### src/rtl/multicycle_control_fsm_pkg.sv
// rtl/multicycle_control_fsm_pkg.sv - state encodings, opcodes and datapath select codes
// Shared with ALU control so select encodings stay in one place.
package multicycle_control_fsm_pkg;

  typedef enum logic [3:0] {
    ST_FETCH  = 4'd0,
    ST_DECODE = 4'd1,
    ST_MEMADR = 4'd2,
    ST_MEMRD  = 4'd3,
    ST_MEMWB  = 4'd4,
    ST_MEMWR  = 4'd5,
    ST_EXEC   = 4'd6,
    ST_RWB    = 4'd7,
    ST_ADDIEX = 4'd8,
    ST_ADDIWB = 4'd9,
    ST_BRANCH = 4'd10,
    ST_JUMP   = 4'd11
  } state_e;

  localparam logic [5:0] OP_RTYPE = 6'h00;
  localparam logic [5:0] OP_LW    = 6'h23;
  localparam logic [5:0] OP_SW    = 6'h2B;
  localparam logic [5:0] OP_BEQ   = 6'h04;
  localparam logic [5:0] OP_J     = 6'h02;
  localparam logic [5:0] OP_ADDI  = 6'h08;

  localparam logic [1:0] ALUOP_ADD   = 2'b00;
  localparam logic [1:0] ALUOP_SUB   = 2'b01;
  localparam logic [1:0] ALUOP_FUNCT = 2'b10;

  localparam logic [1:0] SRCB_REG     = 2'b00;
  localparam logic [1:0] SRCB_FOUR    = 2'b01;
  localparam logic [1:0] SRCB_IMM     = 2'b10;
  localparam logic [1:0] SRCB_IMM_SH2 = 2'b11;

  localparam logic [1:0] PCSRC_ALU    = 2'b00;
  localparam logic [1:0] PCSRC_ALUOUT = 2'b01;
  localparam logic [1:0] PCSRC_JUMP   = 2'b10;

  function automatic logic op_supported(input logic [5:0] op);
    return (op == OP_RTYPE) || (op == OP_LW) || (op == OP_SW) ||
           (op == OP_BEQ) || (op == OP_J) || (op == OP_ADDI);
  endfunction

endpackage

### src/rtl/multicycle_control_fsm.sv
// rtl/multicycle_control_fsm.sv - multicycle MIPS main control Moore FSM
// Outputs decode state only, except FETCH commit gating on MemReady and IllegalOp in DECODE.
module multicycle_control_fsm
  import multicycle_control_fsm_pkg::*;
(
  input  logic       clk,
  input  logic       rst,
  input  logic [5:0] Op,
  input  logic       MemReady,
  output logic       PCWrite,
  output logic       PCWriteCond,
  output logic       IorD,
  output logic       MemRead,
  output logic       MemWrite,
  output logic       IRWrite,
  output logic       MemtoReg,
  output logic       RegDst,
  output logic       RegWrite,
  output logic       ALUSrcA,
  output logic [1:0] ALUSrcB,
  output logic [1:0] ALUOp,
  output logic [1:0] PCSource,
  output logic       IllegalOp
);

  state_e state_q, state_d;

  always_ff @(posedge clk or posedge rst) begin
    if (rst) state_q <= ST_FETCH;
    else     state_q <= state_d;
  end

  always_comb begin
    state_d = ST_FETCH;
    case (state_q)
      ST_FETCH:  state_d = MemReady ? ST_DECODE : ST_FETCH;
      ST_DECODE: begin
        case (Op)
          OP_LW, OP_SW: state_d = ST_MEMADR;
          OP_RTYPE:     state_d = ST_EXEC;
          OP_BEQ:       state_d = ST_BRANCH;
          OP_J:         state_d = ST_JUMP;
          OP_ADDI:      state_d = ST_ADDIEX;
          default:      state_d = ST_FETCH;
        endcase
      end
      ST_MEMADR: begin
        if (Op == OP_LW)      state_d = ST_MEMRD;
        else if (Op == OP_SW) state_d = ST_MEMWR;
        else                  state_d = ST_FETCH;
      end
      ST_MEMRD:  state_d = MemReady ? ST_MEMWB : ST_MEMRD;
      ST_MEMWR:  state_d = MemReady ? ST_FETCH : ST_MEMWR;
      ST_EXEC:   state_d = ST_RWB;
      ST_ADDIEX: state_d = ST_ADDIWB;
      default:   state_d = ST_FETCH;
    endcase
  end

  // Everything held at zero while rst is high so no partial write escapes mid-instruction.
  always_comb begin
    PCWrite     = 1'b0;
    PCWriteCond = 1'b0;
    IorD        = 1'b0;
    MemRead     = 1'b0;
    MemWrite    = 1'b0;
    IRWrite     = 1'b0;
    MemtoReg    = 1'b0;
    RegDst      = 1'b0;
    RegWrite    = 1'b0;
    ALUSrcA     = 1'b0;
    ALUSrcB     = SRCB_REG;
    ALUOp       = ALUOP_ADD;
    PCSource    = PCSRC_ALU;
    IllegalOp   = 1'b0;
    if (!rst) begin
      case (state_q)
        ST_FETCH: begin
          MemRead  = 1'b1;
          IRWrite  = MemReady;
          PCWrite  = MemReady;
          ALUSrcB  = SRCB_FOUR;
          ALUOp    = ALUOP_ADD;
          PCSource = PCSRC_ALU;
        end
        ST_DECODE: begin
          ALUSrcB   = SRCB_IMM_SH2;
          ALUOp     = ALUOP_ADD;
          IllegalOp = !op_supported(Op);
        end
        ST_MEMADR, ST_ADDIEX: begin
          ALUSrcA = 1'b1;
          ALUSrcB = SRCB_IMM;
          ALUOp   = ALUOP_ADD;
        end
        ST_MEMRD: begin
          MemRead = 1'b1;
          IorD    = 1'b1;
        end
        ST_MEMWB: begin
          RegWrite = 1'b1;
          MemtoReg = 1'b1;
        end
        ST_MEMWR: begin
          MemWrite = 1'b1;
          IorD     = 1'b1;
        end
        ST_EXEC: begin
          ALUSrcA = 1'b1;
          ALUSrcB = SRCB_REG;
          ALUOp   = ALUOP_FUNCT;
        end
        ST_RWB: begin
          RegWrite = 1'b1;
          RegDst   = 1'b1;
        end
        ST_ADDIWB: RegWrite = 1'b1;
        ST_BRANCH: begin
          ALUSrcA     = 1'b1;
          ALUSrcB     = SRCB_REG;
          ALUOp       = ALUOP_SUB;
          PCWriteCond = 1'b1;
          PCSource    = PCSRC_ALUOUT;
        end
        ST_JUMP: begin
          PCWrite  = 1'b1;
          PCSource = PCSRC_JUMP;
        end
        default: ;
      endcase
    end
  end

endmodule

### config.mk
export PLATFORM = sky130hd
export DESIGN_NAME = multicycle_control_fsm
export DESIGN_NICKNAME = d
export VERILOG_FILES = /design/src/rtl/multicycle_control_fsm_pkg.sv /design/src/rtl/multicycle_control_fsm.sv
export SDC_FILE = /design/constraint.sdc
export NUM_CORES = 1
export LEC_CHECK = 0
export ABC_AREA = 1
export ABC_CLOCK_PERIOD_IN_PS = 1320
export CAP_MARGIN = 20
export CELL_PAD_IN_SITES_DETAIL_PLACEMENT = 0
export CELL_PAD_IN_SITES_GLOBAL_PLACEMENT = 1
export CORE_MARGIN = 1
export CORE_UTILIZATION = 24
export DETAILED_ROUTE_END_ITERATION = 6
export GPL_ROUTABILITY_DRIVEN = 0
export MAX_ROUTING_LAYER = met4
export PLACE_DENSITY_LB_ADDON = 0.25
export SLEW_MARGIN = 20
export SYNTH_ARGS = -nofsm -noshare
export SYNTH_HDL_FRONTEND = slang
export SYNTH_SLANG_ARGS = --single-unit
### constraint.sdc
create_clock -name clk -period 1.32 [get_ports clk]
set_input_delay 0.264 -clock clk [delete_from_list [all_inputs] [get_ports clk]]
set_output_delay 0.264 -clock clk [all_outputs]
set_load 0.005 [all_outputs]
After elaboration in Yosys (flattened, before gate mapping)
Cells that the tools add are included.

word-level totals
  register bits after elaboration = 4
  latch bits = 0
  RAM bits = 0
  memory bits (read-only) = 0
  input port bits = 9
  output and inout bits = 17
  logic and storage cells = 66
  memories = 0

operators by class
  $add $sub $neg = 0
  $mul = 0
  div/mod/pow operators = 0
  $lt $le $gt $ge = 0
  equality and inequality tests = 16
  shift-type cells = 0
  multiplexer cells = 35
  bitwise gates (word level) = 0
  reductions and logical operators = 14

operators with widths
  kind                  count
  $pmux W4 S7           1
  $mux W1               22
  $pmux W4 S5           1
  $eq A4 B3 Y1 const B  4
  $eq A4 B4 Y1 const B  4
  $eq A6 B6 Y1 const B  2
  $mux W3               4
  $eq A4 B2 Y1 const B  2
  $pmux W2 S2           2
  $reduce_or A2 Y1      4
  $eq A6 B2 Y1 const B  1
  $eq A6 B3 Y1 const B  1
  $eq A6 B4 Y1 const B  1
  $logic_not A6 Y1      1
  $mux W2               3
  $pmux W2 S3           1
  $logic_or A1 B1 Y1    5
  $eq A4 B1 Y1 const B  1
  $logic_not A4 Y1      1
  $reduce_or A4 Y1      1
  $reduce_or A3 Y1      1
  $pmux W1 S2           1
  $logic_not A1 Y1      1

Longest topological paths before layout
  depth after elaboration = 9
  mapped depth = 6
  depth with buffers taken out = 6

Least setup slack after synthesis
OpenSTA, ideal clock, no wires.

  kind = register -> output
  start point = register state_q[1]
  end point = output PCWrite
  data arrival time = 0.984 ns
  data required time = 1.056 ns
  slack = 0.072 ns
  stages on the path, launching flop included = 6
  path through = dfrtp_1 -> nor2_1 -> nand2_1 -> nor2_1 -> inv_1 -> o22ai_1

on the way
  longest elaborated chain between the ends = 3

RTL lines
  item                                              line                          source
  start: declaration                                multicycle_control_fsm.sv:26  state_e state_q, state_d;
  start signal: assignment                          multicycle_control_fsm.sv:30  else state_q <= state_d;
  $eq A4 B4 Y1 or $logic_not A4 Y1 (tied branches)  multicycle_control_fsm.sv:77  case (state_q)
  $pmux W1 S2 (*)                                   multicycle_control_fsm.sv:77
  $mux W1 (*)                                       multicycle_control_fsm.sv:76  if (!rst) begin
  end: declaration                                  multicycle_control_fsm.sv:10  output logic PCWrite,

Mark *: on every way between the ends. The rest lies on a longest branch, timed or not.

Worst setup path in the final report
  start point = register state_q[0]
  end point = output ALUSrcA

on the way
  longest elaborated chain between the ends = 4

RTL lines
  item                                   line                          source
  $eq A4 B2 Y1 (tied with other cells)   multicycle_control_fsm.sv:77
  $reduce_or A4 Y1 (no source line) (*)  -
  $mux W1 (*)                            multicycle_control_fsm.sv:77
  $mux W1 (*)                            multicycle_control_fsm.sv:76
  end: declaration                       multicycle_control_fsm.sv:19  output logic ALUSrcA,

Marks and branches as above.

==> insert_results.sql <==
INSERT INTO impl_metrics (metric_group, metric, value, unit) VALUES
('power', 'power.leakage', '0.718', 'nW'),
('power', 'share_seq_of_total_power', '0.176', ''),
('yosys', 'synth_fp_nets', '110', ''),
('sta', 'fin_worst_skew', '8.83', 'ps'),
('layout', 'num_antenna_cells', '0', ''),
('sta', 'holdWs', '258', 'ps'),
('layout', 'final_cell_area', '1260', 'µm²'),
('layout', 'final_core_utilization', '0.631', ''),
('global_route', 'grt_first_pass_wirelength', '3380', 'µm'),
('yosys', 'number_of_synthesized_register_bits', '4', ''),
('routing', 'drt_iter0_drc', '9', ''),
('sta', 'fmaxAchievable', '593', 'MHz'),
('power', 'cellInternalPower', '0.587', 'mW'),
('layout', 'largest-register', 'state_q', ''),
('cts', 'clock_latency', '240', 'ps'),
('floorplan', 'placement_rows', '16', ''),
('floorplan', 'die-width', '48.6', 'µm'),
('routing', 'dr.pass1.iters', '3', ''),
('global_route', 'pin_count_of_the_biggest_net_entering_global_routing', '7', ''),
('routing', 'met2RoutedLength', '1280', 'µm'),
('cts', 'clock_sinks', '4', ''),
('routing', 'drt-total-wl', '2200', 'µm'),
('sta', 'timing.final.crit_period', '1690', 'ps'),
('sta', 'timing.final.max_slew_violations', '0', ''),
('setup_path', 'criticalPathCategory', 'register to output port', ''),
('cts', 'ctsHoldBuffers', '0', ''),
('placed_design', 'place_ws', '-665', 'ps'),
('global_route', 'grt_antenna_before_repair', '0', ''),
('setup_path', 'crit_path_max_fanout', '4', ''),
('power', 'report.power.total', '0.934', 'mW'),
('sta', 'finalWorstSetupSlack', '-367', 'ps'),
('power', 'clockPowerShare', '0.165', ''),
('placed_design', 'placedCellCount', '177', ''),
('sta', 'timing.final.setup_violations', '19', ''),
('yosys', 'syn_area', '522', 'µm²'),
('layout', 'area_growth_syn_to_layout', '142', '%'),
('setup_path', 'worst_r2r_endpoint', 'state_q[0]$_DFF_PP0_', ''),
('status', 'outcome', 'complete, but fails checks', ''),
('cts', 'cts_root_buf', 'sky130_fd_sc_hd__clkbuf_4', ''),
('worst_hold_path', 'worst_hold_path_class', 'input port to asynchronous set/reset pin', ''),
('job', 'max_cap_violations', '0', ''),
('yosys', 'fraction_of_synthesis_flops_using_an_asynchronous_set_or_reset_pin', '1.00', ''),
('power', 'switch_pwr', '0.348', 'mW'),
('sta', 'rsz_0062_raised_after_global_routing', 'true', ''),
('yosys', 'synth.largest_area_cell', 'sky130_fd_sc_hd__nor2_1', ''),
('yosys', 'synthTopCellsByArea', 'sky130_fd_sc_hd__nor2_1, sky130_fd_sc_hd__dfrtp_1, sky130_fd_sc_hd__nand2_1, sky130_fd_sc_hd__nand3_1, sky130_fd_sc_hd__inv_1', ''),
('yosys', 'ys.flop_type', 'sky130_fd_sc_hd__dfrtp_1', ''),
('setup_path', 'timing.critical_path.arrival', '1420', 'ps'),
('routing', 'route.detailed.drc', '0', ''),
('setup_path', 'worst_r2r_src', 'state_q[0]$_DFF_PP0_', ''),
('layout', 'final_layout_size_suffix_gt1_frac', '0.613', ''),
('yosys', 'netlist_instances', '101', ''),
('layout', 'largest_registers', 'state_q: 4 flops', ''),
('cts', 'cts_made_buffers', '3', ''),
('global_route', 'globalRouteTotalUtil', '0.187', ''),
('global_route', 'via_count_of_the_first_global_routing_pass', '851', ''),
('routing', 'm1WireLength', '841', 'µm'),
('floorplan', 'dieHeight', '48.6', 'µm'),
('setup_path', 'rr_worst_depth', '8', ''),
('layout', 'layoutNonFillerInstCount', '200', ''),
('yosys', 'syn_area_per_cell', '5.17', 'µm²'),
('floorplan', 'die_area', '2360', 'µm²'),
('status', 'violations', 'negative setup slack', ''),
('power', 'vdd_drop_max', '0.560', 'mV'),
('placed_design', 'dpl-instance-area', '986', 'µm²'),
('cts', 'tritoncts', 'yes', ''),
('sta', 'min_period_over_period', '1.28', ''),
('sta', 'worst_slew_pin_slew', '248', 'ps'),
('setup_path', 'startpoint_class_of_the_critical_path', 'register', ''),
('sta', 'timing.final.hold_violations', '0', ''),
('yosys', 'post-synth-top-area-fraction', '0.223', '');
-- worst max path at each step --
| stage | startpoint | end | slack [ps] |
|---|---|---|---|
| global placement | rst | MemtoReg | -650 |
| detailed placement | rst | MemtoReg | -660 |
| floorplan | state_q[1]$_DFF_PP0_ | PCWrite | 70 |
| CTS | state_q[1]$_DFF_PP0_ | IllegalOp | -320 |
| finish | state_q[0]$_DFF_PP0_ | ALUSrcA | -370 |
| global route | state_q[1]$_DFF_PP0_ | IllegalOp | -420 |
-- what timing repair did --
action,4_1_cts,5_1_grt
cloned,0,0
endpoints found under the setup margin,17,21
resized for setup,106,18
pin swaps,13,8
buffers inserted,16,4
-- worst max-delay path: stages (launching register included) --
cell	delay, ps
sky130_fd_sc_hd__dfrtp_2	450
sky130_fd_sc_hd__buf_6	140
sky130_fd_sc_hd__nor2_4	160
sky130_fd_sc_hd__buf_6	120
sky130_fd_sc_hd__nand2_4	40
sky130_fd_sc_hd__nand2_2	70
sky130_fd_sc_hd__o21ai_1	60
sky130_fd_sc_hd__inv_1	40
sky130_fd_sc_hd__buf_2	100
-- metal layers --
metal,track usage,vias to the layer above
met1,0.193,399
met3,0.0157,0
met5,-,-
met4,0.0588,0
li1,-,460
met2,0.366,22
-- kinds of logic (layout without fill, tap and decap cells) --
group	count (synthesis)	after routing	synth area share
and+or+nand+nor	72	72	0.600
buffers and inverters	19	91	0.144
AOI/OAI and AO/OA	6	6	0.0647
DFF	4	4	0.192
-- power by group through the flow --
stage | Combinational, mW | Clock (mW) | Sequential (mW)
2_1_floorplan | 0.152 | 0 | 0.151
3_3_place_gp | 0.370 | 0 | 0.152
3_5_place_dp | 0.370 | 0 | 0.153
4_1_cts | 0.538 | 0.151 | 0.162
5_1_grt | 0.666 | 0.172 | 0.167
6_report | 0.616 | 0.154 | 0.164
-- area by class of cell --
| class | instances | area [µm²] |
|---|---|---|
| clock buffers | 3 | 22.5 |
| fillers | 187 | 739 |
| inverters | 18 | 72.6 |
| multi-input cells | 78 | 482 |
| flip-flops and latches | 4 | 105 |
| well taps | 27 | 33.8 |
| repair buffers | 70 | 547 |
-- cells in the final DEF (no fill, tap or decap) --
| cell type | instances |
|---|---|
| sky130_fd_sc_hd__nand2_1 | 12 |
| sky130_fd_sc_hd__buf_2 | 16 |
| sky130_fd_sc_hd__inv_1 | 8 |
| sky130_fd_sc_hd__dlygate4sd2_1 | 2 |
| sky130_fd_sc_hd__nand2_2 | 4 |
| sky130_fd_sc_hd__nand4_1 | 1 |
| sky130_fd_sc_hd__a21oi_1 | 1 |
| sky130_fd_sc_hd__nor3_2 | 2 |
| sky130_fd_sc_hd__o21ai_1 | 1 |
| sky130_fd_sc_hd__nor2_1 | 22 |
| sky130_fd_sc_hd__nand2_4 | 5 |
| sky130_fd_sc_hd__nor2_4 | 8 |
| sky130_fd_sc_hd__clkdlybuf4s50_1 | 7 |
| sky130_fd_sc_hd__buf_4 | 34 |
| sky130_fd_sc_hd__nor2_2 | 4 |
| sky130_fd_sc_hd__a21oi_2 | 1 |
| sky130_fd_sc_hd__inv_4 | 2 |
| sky130_fd_sc_hd__nand3_2 | 1 |
| sky130_fd_sc_hd__inv_2 | 8 |
| sky130_fd_sc_hd__buf_6 | 11 |
| sky130_fd_sc_hd__clkbuf_4 | 3 |
| sky130_fd_sc_hd__nand3_1 | 13 |
| sky130_fd_sc_hd__o22ai_2 | 3 |
| sky130_fd_sc_hd__dfrtp_2 | 4 |
(Power assumes the default switching activity.)
